**src/rtl/transfer_seq_pkg.sv**
```systemverilog
// Shared definitions for the transfer sequencer: state encoding, error causes
// and datapath widths used by the controller and its counters.
package transfer_seq_pkg;

  typedef enum logic [2:0] {
    ST_IDLE    = 3'd0,
    ST_CLEAR   = 3'd1,
    ST_RECEIVE = 3'd2,
    ST_DRAIN   = 3'd3,
    ST_DONE    = 3'd4,
    ST_ERROR   = 3'd5
  } state_t;

  localparam int COUNT_WIDTH = 10;
  localparam int TIMER_WIDTH = 12;
  localparam int ERR_WIDTH   = 4;

  localparam logic [ERR_WIDTH-1:0] ERR_NONE       = 4'h0;
  localparam logic [ERR_WIDTH-1:0] ERR_OVERFLOW   = 4'hF;
  localparam logic [ERR_WIDTH-1:0] ERR_RX_TIMEOUT = 4'hE;
  localparam logic [ERR_WIDTH-1:0] ERR_TX_TIMEOUT = 4'hD;

endpackage

```
**src/rtl/sat_counter.sv**
```systemverilog
// Saturating up-counter with synchronous clear; holds at all-ones instead of
// wrapping so a runaway transfer never reports a small byte count.
module sat_counter
  import transfer_seq_pkg::*;
#(
  parameter int WIDTH = COUNT_WIDTH
) (
  input  logic             clk,
  input  logic             reset_n,
  input  logic             clear,
  input  logic             inc,
  output logic [WIDTH-1:0] count
);

  localparam logic [WIDTH-1:0] MAX_COUNT = '1;

  always_ff @(posedge clk or negedge reset_n) begin
    if (!reset_n) begin
      count <= '0;
    end else if (clear) begin
      count <= '0;
    end else if (inc && (count != MAX_COUNT)) begin
      count <= count + WIDTH'(1);
    end
  end

endmodule

```
**src/rtl/transfer_sequencer.sv**
```systemverilog
// Sequences the UART-receive -> FIFO -> output chain: clears the stages, runs
// receive then drain, and reports completion, errors, overflow and stalls.
module transfer_sequencer
  import transfer_seq_pkg::*;
#(
  parameter int TIMEOUT_CYCLES = 4095,
  parameter int CLEAR_CYCLES   = 4
) (
  input  logic                   clk,
  input  logic                   reset_n,
  input  logic                   start,
  input  logic                   abort,
  input  logic                   com_finish,
  input  logic [ERR_WIDTH-1:0]   com_error,
  input  logic                   fifo_we,
  input  logic                   fifo_re,
  input  logic                   fifo_empty,
  input  logic                   fifo_full,
  input  logic                   out_finish,
  output logic                   com_enable,
  output logic                   out_enable,
  output logic                   stage_clear,
  output logic                   busy,
  output logic                   done,
  output logic                   error_flag,
  output logic [ERR_WIDTH-1:0]   error_code,
  output logic [COUNT_WIDTH-1:0] rx_count,
  output logic [COUNT_WIDTH-1:0] tx_count,
  output logic [2:0]             state
);

  localparam int CLEAR_W = (CLEAR_CYCLES > 1) ? $clog2(CLEAR_CYCLES) : 1;
  localparam logic [CLEAR_W-1:0]     CLEAR_LAST  = CLEAR_W'(CLEAR_CYCLES - 1);
  localparam logic [TIMER_WIDTH-1:0] TIMEOUT_VAL = TIMER_WIDTH'(TIMEOUT_CYCLES);

  state_t                 cur_state;
  state_t                 next_state;
  logic [ERR_WIDTH-1:0]   next_error;
  logic [TIMER_WIDTH-1:0] timer;
  logic [CLEAR_W-1:0]     clear_cnt;
  logic                   timeout_hit;
  logic                   enter_clear;
  logic                   activity;
  logic                   rx_inc;
  logic                   tx_inc;

  assign timeout_hit = (timer == TIMEOUT_VAL);
  assign enter_clear = (next_state == ST_CLEAR) && (cur_state != ST_CLEAR);
  assign rx_inc      = (cur_state == ST_RECEIVE) && fifo_we;
  assign tx_inc      = (cur_state == ST_DRAIN) && fifo_re;
  assign activity    = rx_inc || tx_inc;
  assign state       = cur_state;

  // A nonzero COM error outranks overflow, which outranks a clean finish;
  // the stall timeout is the weakest cause. abort beats everything.
  always_comb begin
    next_state = cur_state;
    next_error = error_code;
    if (abort) begin
      next_state = ST_IDLE;
    end else begin
      case (cur_state)
        ST_IDLE: begin
          if (start) next_state = ST_CLEAR;
        end
        ST_CLEAR: begin
          if (clear_cnt == CLEAR_LAST) next_state = ST_RECEIVE;
        end
        ST_RECEIVE: begin
          if (com_finish && (com_error != ERR_NONE)) begin
            next_state = ST_ERROR;
            next_error = com_error;
          end else if (fifo_full && fifo_we) begin
            next_state = ST_ERROR;
            next_error = ERR_OVERFLOW;
          end else if (com_finish) begin
            next_state = fifo_empty ? ST_DONE : ST_DRAIN;
          end else if (timeout_hit) begin
            next_state = ST_ERROR;
            next_error = ERR_RX_TIMEOUT;
          end
        end
        ST_DRAIN: begin
          if (out_finish && fifo_empty) begin
            next_state = ST_DONE;
          end else if (timeout_hit) begin
            next_state = ST_ERROR;
            next_error = ERR_TX_TIMEOUT;
          end
        end
        ST_DONE: begin
          next_state = ST_IDLE;
        end
        ST_ERROR: begin
          if (start) next_state = ST_CLEAR;
        end
        default: begin
          next_state = ST_IDLE;
        end
      endcase
    end
    if (enter_clear) next_error = ERR_NONE;
  end

  // Outputs are decoded from next_state so they change on the same edge as
  // the state register, keeping them Moore-registered without a lag cycle.
  always_ff @(posedge clk or negedge reset_n) begin
    if (!reset_n) begin
      cur_state   <= ST_IDLE;
      com_enable  <= 1'b0;
      out_enable  <= 1'b0;
      stage_clear <= 1'b0;
      busy        <= 1'b0;
      done        <= 1'b0;
      error_flag  <= 1'b0;
      error_code  <= ERR_NONE;
      timer       <= '0;
      clear_cnt   <= '0;
    end else begin
      cur_state   <= next_state;
      com_enable  <= (next_state == ST_RECEIVE);
      out_enable  <= (next_state == ST_DRAIN);
      stage_clear <= (next_state == ST_CLEAR);
      busy        <= (next_state != ST_IDLE);
      done        <= (next_state == ST_DONE);
      error_flag  <= (next_state == ST_ERROR);
      error_code  <= next_error;

      if (enter_clear) begin
        clear_cnt <= '0;
      end else if (cur_state == ST_CLEAR) begin
        clear_cnt <= clear_cnt + CLEAR_W'(1);
      end

      // Each stage starts its stall window fresh; idle cycles saturate at the limit.
      if (next_state != cur_state) begin
        timer <= '0;
      end else if ((cur_state == ST_RECEIVE) || (cur_state == ST_DRAIN)) begin
        if (activity) begin
          timer <= '0;
        end else if (!timeout_hit) begin
          timer <= timer + TIMER_WIDTH'(1);
        end
      end
    end
  end

  sat_counter #(
    .WIDTH (COUNT_WIDTH)
  ) u_rx_counter (
    .clk     (clk),
    .reset_n (reset_n),
    .clear   (enter_clear),
    .inc     (rx_inc),
    .count   (rx_count)
  );

  sat_counter #(
    .WIDTH (COUNT_WIDTH)
  ) u_tx_counter (
    .clk     (clk),
    .reset_n (reset_n),
    .clear   (enter_clear),
    .inc     (tx_inc),
    .count   (tx_count)
  );

endmodule

```
**config.mk**
```make
export PLATFORM = sky130hd
export DESIGN_NAME = transfer_sequencer
export DESIGN_NICKNAME = d
export VERILOG_FILES = /design/src/rtl/transfer_seq_pkg.sv /design/src/rtl/sat_counter.sv /design/src/rtl/transfer_sequencer.sv
export SDC_FILE = /design/constraint.sdc
export NUM_CORES = 1
export LEC_CHECK = 0
export BUFFER_PORTS_ARGS = -buffer_cell sky130_fd_sc_hd__buf_2
export CAP_MARGIN = 10
export CORE_MARGIN = 3
export CORE_UTILIZATION = 60
export CTS_CLUSTER_DIAMETER = 30
export DETAILED_ROUTE_END_ITERATION = 10
export PLACE_DENSITY = 0.85
export RECOVER_POWER = 25
export SETUP_SLACK_MARGIN = 0.05
export SYNTH_ARGS = -nofsm -noshare
export SYNTH_HDL_FRONTEND = slang
export SYNTH_SLANG_ARGS = --single-unit
export TNS_END_PERCENT = 1
```
**constraint.sdc**
```tcl
create_clock -name clk -period 6.33 [get_ports clk]
set_input_delay 1.266 -clock clk [delete_from_list [all_inputs] [get_ports clk]]
set_output_delay 1.266 -clock clk [all_outputs]
set_load 0.01 [all_outputs]
```
[After elaboration in Yosys (flattened, before gate mapping)]
Index checks and enable logic that the tools add are counted.
Storage, ports and cells
  register bits after elaboration: 47
  input bits: 14
  output and inout bits: 33
  word-level logic and storage cells: 87
Operators by class
  add/sub/neg operators: 4
  equality and inequality tests: 21
  muxes and demuxes: 29
  reductions and logical operators: 21
Operator list (number)
  12-bit 2-to-1 mux: 4
  10-bit 2-to-1 mux: 4
  4-bit 2-to-1 mux: 8
  3-bit 2-to-1 mux: 9
  10-bit by 1-bit adder with 10-bit output (second input constant): 2
  10-bit != test (second input constant): 2
  12-bit by 1-bit adder with 12-bit output (second input constant): 1
  12-bit == test (second input constant): 1
  3-bit by 2-bit == test with 1-bit output (second input constant): 4
  3-bit case mux with 4 select lines: 1
  5-bit by 3-bit != test with 1-bit output (second input constant): 2
  3-bit == test (second input constant): 3
  1-bit logical AND: 8
  4-bit case mux with 2 select lines: 1
  2-bit nonzero test: 4
  3-bit by 1-bit == test with 1-bit output (second input constant): 2
  3-bit by 1-bit != test with 1-bit output (second input constant): 2
  3-bit != test (second input constant): 2
  6-bit AND reduction: 1
  3-bit nonzero test: 2
  2-bit 2-to-1 mux: 2
  4-bit nonzero test: 1
  3-bit logical NOT: 1
  3-bit != test: 1
  6 further kinds: 7

[Logic depth before layout (Yosys ltp)]
  depth in word-level cells: 11
  depth in mapped cells: 9
  gate-level depth less buffers: 7

[By module]
From an unflattened synthesis, not the netlist that was laid out.
Second synthesis, totals
  cells, all modules: 289
  area, all modules: 2827.7 µm²
By module, submodules not included
  transfer_sequencer: instances 1, cells an instance 179, area an instance 1754.2 µm², sequential area each 675.6 µm²
  sat_counter: instances 2, cells an instance 55, area an instance 536.8 µm², sequential area each 250.2 µm²

[Worst setup path after synthesis]
OpenSTA, ideal clock, no wires.
  path type: input to register
  start: input port com_error[0]
  end: register error_code[2]
  setup time: 0.119 ns
  arrival time: 2.808 ns
  data required time: 6.211 ns
  slack: 3.402 ns
  cell stages on the path: 7
  path buffers: 1
  path through: o41ai_1 -> nand4_1 -> o221ai_1 -> o2111ai_2 -> nor3_4 -> buf_6 -> nor2_1
Between the ends
  word-level cells in the longest chain between the ends: 9
  elaborated cells between the ends (all ways): 18
  those cells by class: 6 x eq/ne; 7 x mux; 5 x reduce/logical
RTL lines
  from (decl): RTL line transfer_sequencer.sv:14  | input logic [ERR_WIDTH-1:0] com_error,
  4-bit nonzero test (*): RTL line transfer_sequencer.sv:70  | if (com_finish && (com_error != ERR_NONE)) begin
  1-bit logical AND (*): RTL line transfer_sequencer.sv:70
  3-bit 2-to-1 mux: RTL line transfer_sequencer.sv:70
  3-bit case mux with 4 select lines: RTL line transfer_sequencer.sv:62  | case (cur_state)
  3-bit 2-to-1 mux: RTL line transfer_sequencer.sv:59  | if (abort) begin
  3-bit by 1-bit == test with 1-bit output: RTL line transfer_sequencer.sv:48  | assign enter_clear = (next_state == ST_CLEAR) && (cur_state != ST_CLEAR);
  1-bit logical AND: RTL line transfer_sequencer.sv:48
  5-bit by 3-bit != test with 1-bit output (no line) (tied with other cells)
  6-bit AND reduction (no line)
  to (signal assigned): RTL line transfer_sequencer.sv:127  | error_code <= next_error;
  to (decl): RTL line transfer_sequencer.sv:26  | output logic [ERR_WIDTH-1:0] error_code,
Mark *: on every way between the ends. The rest lies on a longest branch, timed or not. The select of a mux whose other input is x is not followed.
A chain may end at the register's enable or synchronous reset.

[Worst setup path in the final report]
  start: input port com_error[0]
  end: register u_rx_counter.count[2]
Between the ends
  word-level cells in the longest chain between the ends: 8
  elaborated cells between the ends (all ways): 9
  those cells by class: 1 x eq/ne; 4 x mux; 4 x reduce/logical
RTL lines
  4-bit nonzero test (*): RTL line transfer_sequencer.sv:70
  1-bit logical AND (*): RTL line transfer_sequencer.sv:70
  3-bit 2-to-1 mux (*): RTL line transfer_sequencer.sv:70
  3-bit case mux with 4 select lines (*): RTL line transfer_sequencer.sv:62
  3-bit 2-to-1 mux (*): RTL line transfer_sequencer.sv:59
  3-bit by 1-bit == test with 1-bit output (*): RTL line transfer_sequencer.sv:48
  1-bit logical AND (*): RTL line transfer_sequencer.sv:48
  10-bit 2-to-1 mux / 2-bit nonzero test (equally long branches)
  to (signal assigned): RTL line sat_counter.sv:23  | count <= count + WIDTH'(1);
  to (decl): RTL line sat_counter.sv:12  | output logic [WIDTH-1:0] count
Mark *: on every way between the ends. The rest lies on a longest branch, timed or not.

==> results.toml <==
[run_status]
status = "finished, violations left"
violations = "capacitance limit, slew limit"

[floorplanning]
core_area_sq_um = 4060
pin_count = 47
die_y_um = 71.5
num_rows = 23
initial_core_util_pct = 63.4
die_width_um = 71.5
dieArea_sq_um = 5110

[placement]
dpl.hpwl_um = 4030
io_buffers = 46
place.gp.congestion = 0.903
dp_cells = 364
post-place-ws_ps = 2570

[detailed_routing]
routed_via_density = 5.84
drc = 0
wl_per_cell_um = 14.9
routed-via-count = 2174
finalWirelength_um = 5560
drtIter0Drc = 179
route.antenna.remaining_nets = 0
dr.pass1.iters = 4

[logic_synthesis]
synth_edf_count = 0
synthTopCellsByArea = "dfrtp_1, xor2_1, nor2_1, nand2_1, nand3_1"
synth_common_cells = "nor2_1, dfrtp_1, nand2_1, xor2_1, nand3_1"
synth_fp_nets = 295
syn_avg_cell_area_sq_um = 9.28
synth_most_common_cell = "nor2_1"
synth_area_leader_cell = "dfrtp_1"
async_flop_share_pct = 100
yosys_register_bits = 47
synth_top_area_share_pct = 45.7
yosysUniqueCellTypes = 46
yosysWarningCount = 0
synthCells = 277
ys_seq_area_share_pct = 45.7
synth_area_sq_um = 2570
ys.flop_type = "dfrtp_1"

[cts]
clockBufferDepth = 2
ctsResizeCount = 0
clk_pin_slew_ps = 90
cts.sink_count = 47
cts_tree = "yes"
root_buffer = "clkbuf_8"
cts-buffers-inserted = 5
post_cts_buffers = 0
holdBufCountCts = 0
htreeDepth = 2
clkLatencyLatePin_ps = 300

[worst_setup_path]
reg2reg_depth = 7
worstSetupStartpointType = "input port"
regToRegStartpoint = "timer[0]$_DFFE_PN0P_"
crit_type = "in -> reg"
startpoint = "com_error[0]"
cp-end-kind = "flip-flop"
cp.required_ps = 6480
crit_fanout = 25
arrival_ps = 3610

[cells_and_area]
syn_to_final_growth_pct = 13.9
drive_gt1_share_pct = 18.9
final_nets = 339
n_antenna_cell = 0
stdcell_count = 372

[power_and_ir_drop]
power.density_nw_per_um2 = 234
p_leak_nw = 1.46
ir_drop_v = 0.000149
power.total_uw = 684

[global_routing]
grt_pass1_wl_um = 9980
grt_overflow = 0
grt_pass1_vias = 2114
grt_max_degree = 48
antenna_found_initial = 0
gr-usage-all-layers_pct = 24.1

[worst_hold_path]
hold_class = "reg -> reg"
hold_depth = 2
holdCritStartpoint = "error_code[3]$_DFFE_PN0P_"

[sta]
fin_crit_ps = 3470
fmax_mhz = 288
setup_slack_ps = 2860
max-slew-margin-rel_pct = -62.4
final.period_utilization_pct = 54.8
worst_pin_slew_ps = 2440
fin_tns_setup_ps = 0
drv_slew = 48
finalSetupViolCount = 0
rsz0062_at_grt = "false"
hold_violations = 0
skew_ps = 10.9

[run]
maxCapViolations = 1
-- placed cells by master (no fill, tap or decap), types with 6 or more instances in the layout --
cell type	Yosys	routed
buf_2	2	45
nor2_1	49	49
dfrtp_1	47	47
xor2_1	24	24
nand2_1	32	32
nand4_1	7	7
clkbuf_8	0	6
and3_1	9	9
nand3_1	14	14
-- critical path, stage by stage --
cell and delay [ps]:
buf_2 110, o41ai_1 640, nand4_1 170, o221ai_1 270
o2111ai_2 230, nor3_4 790, nor3_1 140
-- layout make-up --
cell class	count	area, sq um
timing repair buffer	46	229
tap	50	62.6
sequential	47	1180
multi-input combinational	216	1330
fill	313	1130
clock buffer	6	82.6
inverter	5	18.8
clock inverter	2	35.0
-- final timing paths --
kind / to / slack (ps)
hold reg to reg: error_code[3]$_DFFE_PN0P_ / 540
setup / recovery: u_rx_counter.count[2]$_DFFE_PN0P_ / 2860
hold / removal: error_code[3]$_DFFE_PN0P_ / 540
max in group asynchronous: out_enable$_DFF_PN0_ / 3240
min in group asynchronous: busy$_DFF_PN0_ / 1700
setup reg to reg: u_rx_counter.count[2]$_DFFE_PN0P_ / 3350
-- where the power goes --
part,switching [mW],total (mW),internal (mW)
logic,0.0797,0.123,0.0431
clock network,0.0992,0.227,0.128
registers,0.0164,0.335,0.318
total,0.195,0.684,0.489
-- cells by family after synthesis --
kind of cell / Yosys count / share of synthesized area, %
muxes: 4 / 1.56
AOI/OAI and AO/OA: 38 / 11.6
adders and majority gates: 4 / 1.95
DFF: 47 / 45.7
and+or+nand+nor: 143 / 27.3
buffers and inverters: 14 / 2.73
xor gates and xnor gates: 27 / 9.20
-- flip-flops by register name, summed over array words and instances (netlist names) --
| name | count |
|---|---|
| timer | 12 |
| u_rx_counter.count | 10 |
| u_tx_counter.count | 10 |
| error_code | 4 |
| state | 3 |
| clear_cnt | 2 |
| busy | 1 |
| com_enable | 1 |
| done | 1 |
| error_flag | 1 |
| out_enable | 1 |
| stage_clear | 1 |
-- per-layer routing --
metal | track usage, % | vias up | wire (um)
met5 | 0 | - | 0
met4 | 6.26 | 0 | 54
met3 | 4.63 | 6 | 393
met2 | 38.1 | 74 | 2540
met1 | 34.5 | 1032 | 2570
li1 | - | 1062 | -
-- stage by stage --
| step | hold slack (ps) | area (sq um) | utilization (%) |
|---|---|---|---|
| after floorplan | 515 | 2570 | - |
| after global placement | 510 | 2810 | 69.3 |
| after detailed placement | 518 | 2810 | 69.3 |
| after CTS | 542 | 2930 | 72.2 |
| after global routing | 577 | 2930 | 72.2 |
| final | 537 | 2930 | 72.2 |
Note: power is estimated with default switching activity, not from simulation.
